===== src/rtl/ethernet_header_encoder.sv =====
// ---------------------------------------------------------------------------
// ethernet_header_encoder
//
// Transmit-side counterpart of the Ethernet header decoder. One header
// (dMac, sMac, oTag, eType) is taken per frame, followed by a 64-bit payload
// stream. The output is a 64-bit word stream:
//   word0 = {sMac[15:0], dMac[47:0]}
//   word1 = {eType, oTag, sMac[47:16]}
//   word2.. = payload words
// Each word carries a per-frame index (counter) that saturates at
// 2^CNT_W-1, matching the decoder's word counter.
//
// Handshakes (all three interfaces): a transfer happens on a rising clk edge
// where valid && ready are both high. valid is never made to wait on ready;
// ready may depend on valid only through the downstream output stage.
//
// Ports
//   clk        clock, rising edge
//   rst        asynchronous, active-low reset
//   hdrValid / hdrReady / dMac / sMac / oTag / eType   header input
//   plValid / plReady / plData / plLast                payload input
//   dataOut / outValid / outReady / outLast / counter  output stream
//   state_dbg  current FSM state (0 IDLE, 1 HDR1, 2 PAY)
// ---------------------------------------------------------------------------
module ethernet_header_encoder #(
  parameter int CNT_W = 7
) (
  input  logic             clk,
  input  logic             rst,
  input  logic             hdrValid,
  output logic             hdrReady,
  input  logic [47:0]      dMac,
  input  logic [47:0]      sMac,
  input  logic [15:0]      oTag,
  input  logic [15:0]      eType,
  input  logic             plValid,
  output logic             plReady,
  input  logic [63:0]      plData,
  input  logic             plLast,
  output logic [63:0]      dataOut,
  output logic             outValid,
  input  logic             outReady,
  output logic             outLast,
  output logic [CNT_W-1:0] counter,
  output logic [1:0]       state_dbg
);

  typedef enum logic [1:0] {
    IDLE = 2'd0,
    HDR1 = 2'd1,
    PAY  = 2'd2
  } state_t;

  state_t state, state_nxt;

  // Only the header bits needed for word1 have to outlive the handshake;
  // word0 is built straight from the inputs in the handshake cycle.
  logic [31:0] smac_hi_q;
  logic [15:0] otag_q;
  logic [15:0] etype_q;

  logic             ld;
  logic             load;
  logic [63:0]      load_data;
  logic             load_last;
  logic [CNT_W-1:0] load_cnt;
  logic             hdr_take;
  logic [CNT_W-1:0] cnt_inc;

  // The output register may take a new word whenever it is empty or its
  // current word is being consumed this cycle.
  assign ld = !outValid || outReady;

  assign cnt_inc = (counter == {CNT_W{1'b1}}) ? counter : counter + CNT_W'(1);

  always_comb begin
    state_nxt = state;
    hdrReady  = 1'b0;
    plReady   = 1'b0;
    load      = 1'b0;
    load_data = '0;
    load_last = 1'b0;
    load_cnt  = '0;
    hdr_take  = 1'b0;
    case (state)
      IDLE: begin
        // Held low while reset is asserted so nothing is offered then.
        hdrReady = ld && rst;
        if (hdrValid && ld) begin
          hdr_take  = 1'b1;
          load      = 1'b1;
          load_data = {sMac[15:0], dMac};
          load_cnt  = '0;
          state_nxt = HDR1;
        end
      end
      HDR1: begin
        if (ld) begin
          load      = 1'b1;
          load_data = {etype_q, otag_q, smac_hi_q};
          load_cnt  = CNT_W'(1);
          state_nxt = PAY;
        end
      end
      PAY: begin
        plReady = ld;
        if (plValid && ld) begin
          load      = 1'b1;
          load_data = plData;
          load_last = plLast;
          load_cnt  = cnt_inc;
          if (plLast) state_nxt = IDLE;
        end
      end
      default: state_nxt = IDLE;
    endcase
  end

  always_ff @(posedge clk or negedge rst) begin
    if (!rst) begin
      state     <= IDLE;
      smac_hi_q <= '0;
      otag_q    <= '0;
      etype_q   <= '0;
    end else begin
      state <= state_nxt;
      if (hdr_take) begin
        smac_hi_q <= sMac[47:16];
        otag_q    <= oTag;
        etype_q   <= eType;
      end
    end
  end

  // Output stage. When ld is high but nothing loads, only outValid drops;
  // data, last and counter keep their previous values.
  always_ff @(posedge clk or negedge rst) begin
    if (!rst) begin
      dataOut  <= '0;
      outValid <= 1'b0;
      outLast  <= 1'b0;
      counter  <= '0;
    end else if (ld) begin
      outValid <= load;
      if (load) begin
        dataOut <= load_data;
        outLast <= load_last;
        counter <= load_cnt;
      end
    end
  end

  assign state_dbg = state;

endmodule


===== config.mk =====
export PLATFORM = sky130hd
export DESIGN_NAME = ethernet_header_encoder
export DESIGN_NICKNAME = d
export VERILOG_FILES = /design/src/rtl/ethernet_header_encoder.sv
export SDC_FILE = /design/constraint.sdc
export NUM_CORES = 1
export LEC_CHECK = 0
export CAP_MARGIN = 20
export CELL_PAD_IN_SITES_DETAIL_PLACEMENT = 1
export CELL_PAD_IN_SITES_GLOBAL_PLACEMENT = 1
export CORE_MARGIN = 2
export CORE_UTILIZATION = 32
export CTS_CLUSTER_SIZE = 16
export DETAILED_ROUTE_END_ITERATION = 12
export HOLD_SLACK_MARGIN = 0.02
export PLACE_DENSITY_LB_ADDON = 0.1
export SYNTH_ARGS = -nofsm -noshare
export SYNTH_HDL_FRONTEND = slang
export SYNTH_SLANG_ARGS = --single-unit

===== constraint.sdc =====
create_clock -name clk -period 2.2 [get_ports clk]
set_input_delay 0.44 -clock clk [delete_from_list [all_inputs] [get_ports clk]]
set_output_delay 0.44 -clock clk [all_outputs]
set_load 0.05 [all_outputs]

==> results of run 1 <==
==> final cells by class <==
cell class	instances	area [um2]	area share (%)
sequential	139	3480	34.9
timing repair buffer	302	3110	31.2
multi-input combinational	324	2410	24.2
clock buffer	20	437	4.38
tap	234	293	2.94
clock inverter	11	219	2.20
inverter	3	11.3	0.113
==> final timing paths <==
kind	cells past startpoint	slack, ps	endpoint
max in group asynchronous	2	1370	state_dbg[0]
min in group clk	2	480	dataOut[22]
worst max-delay path	1	80	state_dbg[1]
worst min register to register	2	480	dataOut[22]
worst max register to register	6	230	etype_q[3]
worst min-delay path	2	110	dataOut[54]
==> sequential cells by signal, summed over array words and instances (netlist names) <==
signal / cells
dataOut: 64
smac_hi_q: 32
etype_q: 16
otag_q: 16
counter: 7
state_dbg: 2
outLast: 1
outValid: 1
==> metal layers <==
metal	vias to the layer above	share of wire (%)	global-route usage (%)
li1	2525	-	-
met1	2834	39	25.4
met2	183	52	37.2
met3	17	6.7	6.16
met4	0	1.6	6.68
met5	-	0	0
==> power by group <==
| group | leakage (nW) | switching (mW) | internal (mW) |
|---|---|---|---|
| registers | 1.74 | 0.594 | 3.60 |
| logic | 2.01 | 3.61 | 2.71 |
| clock network | 0.314 | 1.10 | 2.12 |
==> Yosys cell counts (all sizes together) <==
cell	number	area, um2
dfrtp	139	3480
nor2b	4	27.5
ha	6	75.1
o211ai	1	7.51
a32oi	4	35.0
inv	3	11.3
o21ai	70	350
a31o	1	8.76
a21oi	3	15.0
o21a	1	7.51
and2	1	6.26
or2	1	6.26
a221oi	2	23.8
nand2b	1	13.8
nand2	74	278
and3	4	25.0
o2bb2ai	1	8.76
nand4	1	6.26
nor2	5	18.8
a222oi	65	651
o22ai	2	12.5
clkbuf	24	90.1
or3	1	11.3
a32o	1	10.0
nor3	3	15.0
mux2	65	732
a22o	1	8.76
o41ai	1	16.3
buf	20	115
nand3	5	25.0
==> stage by stage <==
stage,hold slack (ps),TNS [ps],setup WS (ps),power (mW)
detailed placement,474,-2.89,-2.89,10.6
global placement,462,0,23.2,10.4
finish,108,0,82.8,13.7
floorplan,144,0,23.6,8.14
CTS,196,0,0.368,13.9
global route,205,0,30.0,14.5
==> logic make-up after synthesis <==
group / count (synthesis) / share of synthesized area [%]
buf+inv: 47 / 3.55
fa+ha+maj: 6 / 1.23
compound gates: 153 / 19.0
simple gates: 100 / 7.11
flops: 139 / 57.1
mux: 65 / 12.0
==> timing repair <==
action,4_1_cts,5_1_grt
gates resized for setup,2,5
setup buffers,0,0
endpoints found under the setup margin,2,8
gates cloned,0,0
==> flow_summary.rst, run 1 <==
.. list-table::
   :header-rows: 1

   * - Metric
     - Value
   * - Maximum capacitance violations
     - 0
   * - Count of placed standard cells in the final layout, fillers left out
     - 1033
   * - Post-Syn Nets
     - 714
   * - Relative slew slack
     - 45.9%
   * - Number of synthesis warnings
     - 0
   * - Relative area change from synthesis to final layout
     - 63.7%
   * - Setup crit start
     - state_dbg[1]
   * - Status
     - finished clean
   * - Post-placement cell count
     - 1002
   * - Cells after Synth
     - 510
   * - Clk buf depth
     - 2
   * - Measured slew at the worst slew-check pin
     - 811 ps
   * - Total number of vias
     - 5559
   * - Worst vdd ir
     - 634 uV
   * - Stage delay of the slowest cell on the critical path
     - 840 ps
   * - Count of cell types in the netlist
     - 35
   * - Post-synthesis sequential area ratio
     - 57.1%
   * - Critical Path RT
     - 1760 ps
   * - Post-layout util
     - 53.3%
   * - Leakage power total
     - 4.07 nW
   * - Master cell of the clock root buffer
     - sky130_fd_sc_hd__clkbuf_16
   * - Number of synthesized register bits
     - 139
   * - Count of buffer and inverter cells on the critical path
     - 1
   * - Core area
     - 0.0187 mm2
   * - Synth Cell Area
     - 0.00609 mm2
   * - Starting density of the core
     - 32.6%
   * - Leading cell types in the layout, fill and taps excluded
     - 265 x sky130_fd_sc_hd__clkdlybuf4s50_1, 138 x sky130_fd_sc_hd__dfrtp_1, 74 x sky130_fd_sc_hd__nand2_1
   * - CTS HTree Levels
     - 4
   * - Arrival time at the worst endpoint
     - 1680 ps
   * - CTS clock-pin slew for the worst setup and hold paths
     - 60 ps
   * - Filler Cells Inserted
     - 1930
   * - Remaining antenna violation count after routing
     - 0
   * - Vias per inst
     - 5.38
   * - Critical path, cell by cell
     - clkdlybuf4s50_1
   * - Mapped Avg Cell Area
     - 11.9 um2
   * - TritonCTS clock tree
     - yes
   * - Final Hold Fails
     - 0
   * - Die Wd
     - 142 um
   * - Number of buffers created by CTS
     - 17
   * - Die area
     - 0.0201 mm2
   * - Total count of max-transition violations in the final report
     - 0
   * - Unrepaired setup endpoints after global routing
     - no
   * - Routed length per instance
     - 20.6 um
   * - Antenna diode instance count
     - 0
   * - Setup CP Type
     - reg2out
   * - Period utilisation layout
     - 96.2%
   * - DR DRC count
     - 0
   * - Insertion delay of the later-clocked pin in the worst-skew pair
     - 410 ps
   * - Final routed wirelength across all metal layers
     - 21300 um
   * - Reg-to-reg startpoint
     - state_dbg[1]
   * - First-pass GRT wire length
     - 33100 um
   * - Initial antenna violation count
     - 0
   * - Hold Path Class
     - in2async
   * - Kind of end point of the critical path
     - primary output
   * - Initial detailed-routing violation count
     - 431
   * - Final GP Congestion
     - 0.825
   * - Buffers on Ports
     - 274
   * - Layout Nets
     - 991
   * - Setup Skew
     - 9.66 ps
   * - Leading cell type in the layout, fill and taps excluded
     - sky130_fd_sc_hd__clkdlybuf4s50_1
   * - Count of standard-cell rows
     - 50
   * - Tmin final
     - 2120 ps
   * - Max Clk Rate
     - 0.472 GHz
   * - Hold bufs inserted after CTS
     - 0
   * - Largest fanout on the critical path
     - 5
   * - Pin count of the biggest net entering global routing
     - 140
   * - Cell family with the largest share of critical-path delay
     - buffers and inverters
   * - Layout cell share with drive strength beyond 1
     - 17.1%
   * - Gr ovfl total
     - 0
   * - Chip Height
     - 142 um
   * - Clock tree sinks
     - 139
   * - Area of all placed cells without fillers
     - 0.00997 mm2
   * - Kind of launch point of the worst setup path
     - register
   * - DP Wirelength
     - 15300 um
   * - Ports
     - 275
   * - Slowest-stage cell, CP
     - sky130_fd_sc_hd__clkdlybuf4s50_1
   * - Cell area power density
     - 1380 mW/mm2
   * - Number of search-and-repair iterations in the first detailed-routing pass
     - 6
   * - Area after DPL
     - 0.00930 mm2
   * - Overall routing resource usage
     - 21.3%
   * - Number of global-route vias before repair
     - 6064
   * - Final setup fails
     - 0
No activity file was read; power rests on OpenSTA's default activity.
==> run 2, diff against run 1 <==
--- a/config.mk
+++ b/config.mk
@@ -13,7 +13,7 @@
 export CTS_CLUSTER_SIZE = 16
 export DETAILED_ROUTE_END_ITERATION = 12
 export HOLD_SLACK_MARGIN = 0.02
-export PLACE_DENSITY_LB_ADDON = 0.1
+export PLACE_DENSITY = 0.86
 export SYNTH_ARGS = -nofsm -noshare
 export SYNTH_HDL_FRONTEND = slang
 export SYNTH_SLANG_ARGS = --single-unit
==> run 2 against run 1 <==
  * Worst hold slack got worse by 13 ps
  * Setup slack improved by 17 ps
  * First-iteration DRC count increased by 1.2%
  * Register-to-register slack got worse by 20 ps
  * Sequential cell count unchanged
  * Core utilization decreased by 0.54 points
  * Cell area decreased by 1.0%
  * Clock skew decreased by 2.3 ps
  * Power decreased by 2.5%
  * Routed wire length decreased by 0.73%
  * Die area unchanged
  * Critical path depth increased by 3
  * Critical path type unchanged
  * Critical endpoint is now plReady
==> flow_summary.rst, run 2 (synthesized netlist as in run 1, its figures left out) <==
.. list-table::
   :header-rows: 1

   * - Metric
     - Value
   * - TritonCTS clock tree
     - yes
   * - Leading cell type in the layout, fill and taps excluded
     - sky130_fd_sc_hd__clkdlybuf4s50_1
   * - Worst vdd ir
     - 537 uV (-15%)
   * - Master cell of the clock root buffer
     - sky130_fd_sc_hd__clkbuf_16
   * - Hold bufs inserted after CTS
     - 0 (unchanged)
   * - Final Hold Fails
     - 0 (unchanged)
   * - Relative area change from synthesis to final layout
     - 62.0%
   * - Ports
     - 275 (unchanged)
   * - Starting density of the core
     - 32.6% (unchanged)
   * - CTS clock-pin slew for the worst setup and hold paths
     - 60 ps (about the same)
   * - Number of buffers created by CTS
     - 17 (unchanged)
   * - Total count of max-transition violations in the final report
     - 0 (unchanged)
   * - Measured slew at the worst slew-check pin
     - 849 ps (+37.7 ps)
   * - DP Wirelength
     - 15000 um (-2.1%)
   * - Final routed wirelength across all metal layers
     - 21100 um (-0.73%)
   * - Overall routing resource usage
     - 21.4% (+0.15 points)
   * - Least setup slack across all paths after layout
     - 99.4 ps (+16.6 ps)
   * - Number of global-route vias before repair
     - 6063 (-0.016%)
   * - Maximum capacitance violations
     - 0 (unchanged)
   * - Fraction of met2 tracks used by global routing
     - 38.4% (+1.2 points)
   * - Total number of vias
     - 5560 (+0.018%)
   * - Registers with the most flip-flops
     - dataOut: 64 flops, smac_hi_q: 32 flops
   * - Vias per inst
     - 5.42 (+0.80%)
   * - Area after DPL
     - 0.00926 mm2 (-0.48%)
   * - Antenna diode instance count
     - 0 (unchanged)
   * - Routed length per instance
     - 20.6 um (about the same)
   * - CTS HTree Levels
     - 4 (unchanged)
   * - Kind of launch point of the worst setup path
     - register
   * - Core area
     - 0.0187 mm2 (unchanged)
   * - Initial antenna violation count
     - 0 (unchanged)
   * - Area of all placed cells without fillers
     - 0.00986 mm2 (-1.0%)
   * - Post-placement cell count
     - 994 (-0.80%)
   * - Post-CTS Setup Inserts
     - 0 (unchanged)
   * - Kind of end point of the critical path
     - primary output
   * - Tmin final
     - 2100 ps (-16.6 ps)
   * - Buffers on Ports
     - 274 (unchanged)
   * - Reg with most FFs
     - dataOut
   * - Number of flip-flops under the largest register name
     - 64 (unchanged)
   * - Initial detailed-routing violation count
     - 436 (+1.2%)
   * - Min Hold Slack
     - 94.7 ps (-13.2 ps)
   * - Pin count of the biggest net entering global routing
     - 140 (unchanged)
   * - Post-layout util
     - 52.7% (-0.54 points)
   * - Layout Nets
     - 983 (-0.81%)
   * - Period utilisation layout
     - 95.5% (-0.75 points)
   * - Worst Setup Slack post-DPL
     - 4.74 ps (+7.63 ps)
   * - Count of placed standard cells in the final layout, fillers left out
     - 1025 (-0.77%)
   * - Largest fanout on the critical path
     - 7 (+2)
   * - Cell area power density
     - 1360 mW/mm2 (-1.5%)
   * - Layout cell share with drive strength beyond 1
     - 16.4% (-0.71 points)
   * - Clk buf depth
     - 2 (unchanged)
   * - Setup Skew
     - 7.39 ps (-2.27 ps)
   * - Final setup fails
     - 0 (unchanged)
   * - DR DRC count
     - 0 (unchanged)
   * - Met3 Usage GRT
     - 5.72% (-0.44 points)
   * - Max Clk Rate
     - 0.476 GHz (+0.79%)
   * - Gr ovfl total
     - 0 (unchanged)
   * - Insertion delay of the later-clocked pin in the worst-skew pair
     - 410 ps (about the same)
   * - Die area
     - 0.0201 mm2 (unchanged)
   * - Critical Path RT
     - 1760 ps (about the same)
   * - Final setup TNS
     - 0 ps (unchanged)
   * - Arrival time at the worst endpoint
     - 1660 ps (-20 ps)
   * - Routing usage on met1
     - 24.8% (-0.60 points)
   * - Status
     - finished clean
   * - Relative slew slack
     - 43.4% (-2.5 points)
   * - Chip Height
     - 142 um (unchanged)
   * - Setup CP Type
     - reg2out
   * - GRT busiest layer
     - met2
   * - Hold Path Class
     - in2async
   * - Leakage power total
     - 4.02 nW (-1.1%)
   * - Clock tree sinks
     - 139 (unchanged)
   * - Number of search-and-repair iterations in the first detailed-routing pass
     - 6 (unchanged)
   * - Leading cell types in the layout, fill and taps excluded
     - 265 x sky130_fd_sc_hd__clkdlybuf4s50_1, 139 x sky130_fd_sc_hd__dfrtp_1, 74 x sky130_fd_sc_hd__nand2_1
   * - Final GP Congestion
     - 0.805 (-2.5%)
   * - Unrepaired setup endpoints after global routing
     - no
   * - PnR Total Power
     - 13.4 mW (-2.5%)
   * - Die Wd
     - 142 um (unchanged)
   * - Remaining antenna violation count after routing
     - 0 (unchanged)
   * - Count of standard-cell rows
     - 50 (unchanged)
   * - First-pass GRT wire length
     - 33400 um (+0.71%)
[run 2: changes by cell type in the layout (fill, tap and decap cells not counted), moves of 2 or more]
cell                             change
sky130_fd_sc_hd__clkbuf_1            -2
sky130_fd_sc_hd__clkinv_4            -2
sky130_fd_sc_hd__clkinv_2            +3
sky130_fd_sc_hd__bufinv_16           -3
sky130_fd_sc_hd__dlymetal6s2s_1      +2
sky130_fd_sc_hd__buf_4              -10
sky130_fd_sc_hd__clkinvlp_4          +3
[run 2: power by group]
part	total [mW]	switching (mW)	internal [mW]
Sequential	4.21	0.610	3.60
Clock	2.92	1.12	1.80
Combinational	6.26	3.59	2.67
[run 2: layer usage]
layer	vias to the layer above	routed length, um
met5	-	0
li1	2510	-
met3	32	1330
met1	2815	8020
met2	203	11300
met4	0	465
[run 2: final cells by class]
| class | instances | area [um2] |
|---|---|---|
| clock inverters | 12 | 149 |
| repair buffers | 294 | 3080 |
| fillers | 1957 | 8840 |
| flip-flops and latches | 139 | 3480 |
| multi-input cells | 324 | 2410 |
| inverters | 3 | 11.3 |
| well taps | 234 | 293 |
| clock buffers | 19 | 443 |
[run 2: worst max-delay path, cell delays in order, from the launching register on]
cell and delay (ps):
sky130_fd_sc_hd__dfrtp_1 460, sky130_fd_sc_hd__inv_1 130, sky130_fd_sc_hd__ha_2 260, sky130_fd_sc_hd__and2_1 240
sky130_fd_sc_hd__buf_12 160
[run 2: worst paths after layout]
kind / slack [ps] / from / endpoint / cells past startpoint
max: 100 / state_dbg[0] / plReady / 4
min: 90 / rst / counter[5] / 2
max reg2reg: 210 / state_dbg[0] / dataOut[59] / 7
min reg2reg: 480 / dataOut[48] / dataOut[48] / 2
max in group asynchronous: 1410 / rst / outLast / 2
min in group clk: 480 / dataOut[48] / dataOut[48] / 2
[run 2: timing repair]
action,4_1_cts,5_1_grt
gates resized for setup,1,7
pin swaps,0,0
endpoints found under the setup margin,1,6
==> run 3, diff against run 2 <==
--- a/config.mk
+++ b/config.mk
@@ -5,6 +5,7 @@
 export SDC_FILE = /design/constraint.sdc
 export NUM_CORES = 1
 export LEC_CHECK = 0
+export ABC_CLOCK_PERIOD_IN_PS = 2200
 export CAP_MARGIN = 20
 export CELL_PAD_IN_SITES_DETAIL_PLACEMENT = 1
 export CELL_PAD_IN_SITES_GLOBAL_PLACEMENT = 1
==> results of run 3 <==
Same layout as run 2: the final DEF is identical, and so are final timing and power.
